===== src/rtl/commit_unit.sv =====
// rtl/commit_unit.sv - in-order ROB retirement stage with store handshake and mispredict flush
module commit_unit #(
  parameter int XLEN       = 32,
  parameter int REGW       = 5,
  parameter int FLUSH_HOLD = 2
) (
  input  logic            clk,
  input  logic            reset,
  input  logic [1:0]      head_itype,
  input  logic [XLEN-1:0] head_value,
  input  logic [REGW-1:0] head_dest,
  input  logic [3:0]      head_rob_num,
  input  logic            head_mispred,
  input  logic            head_ready,
  input  logic            rob_empty,
  input  logic            store_done,
  output logic            rob_rd_en,
  output logic            rf_we,
  output logic [REGW-1:0] rf_waddr,
  output logic [XLEN-1:0] rf_wdata,
  output logic [3:0]      rf_wtag,
  output logic            store_commit,
  output logic            flush,
  output logic [XLEN-1:0] redirect_pc,
  output logic [31:0]     retire_count
);

  localparam int CW = (FLUSH_HOLD < 1) ? 1 : $clog2(FLUSH_HOLD + 1);

  localparam logic [1:0] ITYPE_BRANCH = 2'b00;
  localparam logic [1:0] ITYPE_STORE  = 2'b01;
  localparam logic [1:0] ITYPE_ALU    = 2'b10;
  localparam logic [1:0] ITYPE_LOAD   = 2'b11;

  typedef enum logic [1:0] {
    IDLE       = 2'd0,
    STORE_WAIT = 2'd1,
    FLUSH_WAIT = 2'd2
  } state_t;

  state_t        state;
  state_t        next_state;
  logic [CW-1:0] hold;
  logic          can_retire;

  assign can_retire = !rob_empty && head_ready;

  // State register, post-flush hold counter and retirement counter.
  always_ff @(posedge clk) begin
    if (reset) begin
      state        <= IDLE;
      hold         <= '0;
      retire_count <= '0;
    end else begin
      state <= next_state;
      if (flush) begin
        hold <= CW'(FLUSH_HOLD);
      end else if (state == FLUSH_WAIT && hold != '0) begin
        hold <= hold - CW'(1);
      end
      if (rob_rd_en) begin
        retire_count <= retire_count + 32'd1;
      end
    end
  end

  // Next-state and retirement strobes; everything is held low during reset.
  always_comb begin
    next_state   = state;
    rob_rd_en    = 1'b0;
    rf_we        = 1'b0;
    rf_waddr     = '0;
    rf_wdata     = '0;
    rf_wtag      = '0;
    store_commit = 1'b0;
    flush        = 1'b0;
    redirect_pc  = '0;
    if (!reset) begin
      case (state)
        IDLE: begin
          if (can_retire) begin
            case (head_itype)
              ITYPE_ALU, ITYPE_LOAD: begin
                rob_rd_en = 1'b1;
                // x0 is hardwired: retire the entry but never write it.
                rf_we     = (head_dest != '0);
                rf_waddr  = head_dest;
                rf_wdata  = head_value;
                rf_wtag   = head_rob_num;
              end
              ITYPE_BRANCH: begin
                rob_rd_en = 1'b1;
                if (head_mispred) begin
                  flush       = 1'b1;
                  redirect_pc = head_value;
                  next_state  = FLUSH_WAIT;
                end
              end
              ITYPE_STORE: begin
                store_commit = 1'b1;
                next_state   = STORE_WAIT;
              end
              default: begin
                next_state = IDLE;
              end
            endcase
          end
        end
        STORE_WAIT: begin
          store_commit = 1'b1;
          if (store_done) begin
            rob_rd_en  = !rob_empty;
            next_state = IDLE;
          end
        end
        FLUSH_WAIT: begin
          if (hold <= CW'(1)) begin
            next_state = IDLE;
          end
        end
        default: begin
          next_state = IDLE;
        end
      endcase
    end
  end

endmodule

===== config.mk =====
export PLATFORM = sky130hd
export DESIGN_NAME = commit_unit
export DESIGN_NICKNAME = d
export VERILOG_FILES = /design/src/rtl/commit_unit.sv
export SDC_FILE = /design/constraint.sdc
export NUM_CORES = 1
export LEC_CHECK = 0
export ABC_AREA = 1
export CAP_MARGIN = 20
export CELL_PAD_IN_SITES_DETAIL_PLACEMENT = 0
export CELL_PAD_IN_SITES_GLOBAL_PLACEMENT = 1
export CORE_ASPECT_RATIO = 0.75
export CORE_UTILIZATION = 25
export CTS_CLUSTER_DIAMETER = 80
export CTS_CLUSTER_SIZE = 8
export DETAILED_ROUTE_END_ITERATION = 10
export GPL_ROUTABILITY_DRIVEN = 0
export PLACE_DENSITY = 0.84
export SLEW_MARGIN = 10
export SYNTH_ARGS = -nofsm -noshare
export SYNTH_HDL_FRONTEND = slang
export SYNTH_SLANG_ARGS = --single-unit

===== constraint.sdc =====
create_clock -name clk -period 2.9 [get_ports clk]
set_input_delay 0.435 -clock clk [delete_from_list [all_inputs] [get_ports clk]]
set_output_delay 0.435 -clock clk [all_outputs]
set_load 0.05 [all_outputs]

==> reports/qor.txt, run 1 <==
post-synth net total: 520
Die Area: 10900 um^2
Clock Path Buffers: 2
part of the cycle the worst path needs: 90.5%
FF+latch count, synth: 36
Hold Path Class: reg -> reg
Clk pin slew, worst setup/hold paths: 50 ps
R2R Path Start: retire_count[0]
skew final: 4.77 ps
DRC: 0
vias per cell: 4.45
num rows: 31
starting DRC count in detailed routing: 152
status: finished, final reports clean
first-pass GRT wire length: 16000 um
upper clock frequency limit: 381 MHz
synth top area cells: dfxtp_1, nor2_1, nand2_1, inv_1, nand3_1
CP dominant cell by count: nor2_2
CP Cell Sequence: clkdlybuf4s50_1 > inv_1 > nor2_2 > nand4_1 > nor2_2 > inv_4 > nor2_1 > buf_12
TritonCTS buffer count: 5
Setup crit start: head_ready
fin. max-slew vios: 0
drt first pass iters: 4
Layout area overhead: 80.3%
clock insertion delay at the later pin of the skew report: 280 ps
Root Buffer: clkbuf_16
Unique masters post-synth: 33
GRT Util Overall: 18.5%
startpoint of the worst hold path: hold[1]
Avg WL per Cell: 13.3 um
layout cells sized above 1: 17.2%
Final setup viols: 0
P_leak: 2.02 nW
residual overflow from global routing: 0
Max Cap Viol: 0
fin nets: 674
Ports: 158
Critical Path Max Stage Delay: 460 ps
vias in the first global route: 3104
slew margin rel.: 63.0%
Final TNS setup: 0 ps
dominant cell type by area after synthesis: dfxtp_1
Placed Cells: 747
Crit. End Element: output port
final hold vios: 0
Post-Syn Instances: 468
# diodes: 0
CP max stage cell: clkdlybuf4s50_1
detailed-placement wirelength estimate: 8080 um
Die X: 120 um
H-tree lvl count: 2
Finished Layout Cells: 755
die height: 90.7 um
WS Path Type: in -> out
TritonCTS clock tree: yes
Final min period: 2630 ps
initial antenna violation count: 0
Least-Margin Pin Slew: 553 ps
syn avg cell area: 5.60 um^2
sequential share of the synthesized area: 27.5%
Arr. time, crit path: 2190 ps
Crit Path Max Fanout: 32
top cell type's share of synthesized area: 27.5%
Power Density: 271 nW/um^2
# fillers: 1002
yosys warns: 0
RSZ-0062 raised after global routing: no
Vias: 3361
final antenna-violating net count: 0
CP startpoint kind: input port
cell area after synthesis: 2620 um^2
largest net degree at the start of global routing: 43
final WL: 10000 um
Worst EP required: 2470 ps
Placeable Area: 9930 um^2
Port Buffers: 157
Initial Util: 26.4%
VDD IR max: 187 uV
clk sinks: 36
## final cells by class
class | count | area (um^2) | area share (%)
flip-flops and latches | 36 | 721 | 15.3
well taps | 132 | 165 | 3.50
clock buffers | 8 | 146 | 3.10
repair buffers | 162 | 1870 | 39.5
inverters | 82 | 310 | 6.57
multi-input cells | 335 | 1510 | 32.1
## registers in the layout, summed over array words and instances (netlist names)
register	count
state	2
retire_count	32
hold	2
## through the flow
step	power [mW]	area (um^2)	util [%]	worst slack (ps)	hold WS, ps
finish	1.28	4720	47.6	274	471
global route	1.35	4720	47.6	117	520
CTS	1.30	4720	47.5	110	470
detailed placement	0.753	4570	46.0	122	462
global placement	0.751	4570	46.0	210	455
floorplan	0.631	2620	-	9.44	445
## final timing paths
path | to | cells after the start | slack (ps)
setup reg to reg | retire_count[22] | 9 | 1100
hold reg to reg | hold[1] | 2 | 470
hold / removal | hold[1] | 2 | 470
setup / recovery | redirect_pc[11] | 8 | 270
## cell families after synthesis
family | synth area share [%]
AO/OA/AOI/OAI | 4.92
XOR/XNOR | 0.669
adder cells (fa/ha/maj) | 1.43
buffers and inverters | 14.8
flip-flops | 27.5
AND/OR/NAND/NOR | 50.7
## report_power, final
group	switching, mW	total, mW	leakage (nW)	internal [mW]
registers	0.00369	0.501	0.290	0.498
clock network	0.196	0.539	0.0712	0.343
logic	0.134	0.241	1.66	0.107
total	0.334	1.28	2.02	0.947
## placed cells by master, fill, tap and decap left out, types with 3 or more instances in the layout
master | Yosys | layout
a21oi_1 | 13 | 13
buf_12 | 0 | 36
buf_4 | 1 | 46
clkbuf_16 | 0 | 5
clkdlybuf4s50_1 | 0 | 80
dfxtp_1 | 36 | 36
ha_1 | 3 | 3
inv_1 | 79 | 79
nand2_1 | 90 | 90
nand3_1 | 27 | 27
nand3b_1 | 4 | 4
nand4_1 | 13 | 13
nor2_1 | 144 | 143
nor2_2 | 8 | 9
nor3_1 | 10 | 10
## cell usage after synthesis
| cell | number |
|---|---|
| nand2_1 | 90 |
| nor2_1 | 144 |
| buf_6 | 1 |
| buf_4 | 1 |
| nand3_1 | 27 |
| inv_1 | 79 |
| a21oi_2 | 1 |
| buf_2 | 10 |
| a31oi_1 | 2 |
| clkinv_1 | 1 |
| nor3_1 | 10 |
| a21oi_1 | 13 |
| o21ai_0 | 2 |
| o21a_1 | 2 |
| nand2_4 | 2 |
| nand4_1 | 13 |
| and2_1 | 1 |
| dfxtp_1 | 36 |
| xor2_1 | 1 |
| ha_1 | 3 |
| o21ai_1 | 2 |
| nor2_4 | 1 |
| nand3_2 | 1 |
| clkbuf_1 | 3 |
| inv_2 | 2 |
| xnor2_1 | 1 |
| nand2_2 | 1 |
| nand3b_1 | 4 |
| nor3b_2 | 2 |
| nor2b_1 | 1 |
| nor3b_1 | 2 |
| nor2_2 | 8 |
| a211oi_1 | 1 |
## worst max-delay path, delay by kind of cell
family        cells  cell delay (ps)
buf+inv           4              870
simple gates      4              880
## timing repair
action,4_1_cts,5_1_grt
hold buffers,0,0
setup buffers,0,0
resized for setup,0,3
endpoints found under the setup margin,0,32
## per-layer routing
layer	global-route usage [%]	part of all wire, %	vias up
met5	0	0	-
met4	4.94	1.6	0
met3	4.55	7.7	8
met2	31.8	47	120
met1	22.7	44	1496
li1	-	-	1737
Power figures use the tool's default switching activity.
==> inputs of run 2 (changes only) <==
--- a/config.mk
+++ b/config.mk
@@ -6,6 +6,7 @@
 export NUM_CORES = 1
 export LEC_CHECK = 0
 export ABC_AREA = 1
+export ABC_CLOCK_PERIOD_IN_PS = 2900
 export CAP_MARGIN = 20
 export CELL_PAD_IN_SITES_DETAIL_PLACEMENT = 0
 export CELL_PAD_IN_SITES_GLOBAL_PLACEMENT = 1
@@ -16,7 +17,6 @@
 export DETAILED_ROUTE_END_ITERATION = 10
 export GPL_ROUTABILITY_DRIVEN = 0
 export PLACE_DENSITY = 0.84
-export SLEW_MARGIN = 10
 export SYNTH_ARGS = -nofsm -noshare
 export SYNTH_HDL_FRONTEND = slang
 export SYNTH_SLANG_ARGS = --single-unit
==> results of run 2 <==
The final DEF is identical to that of run 1; final timing and power are the same.
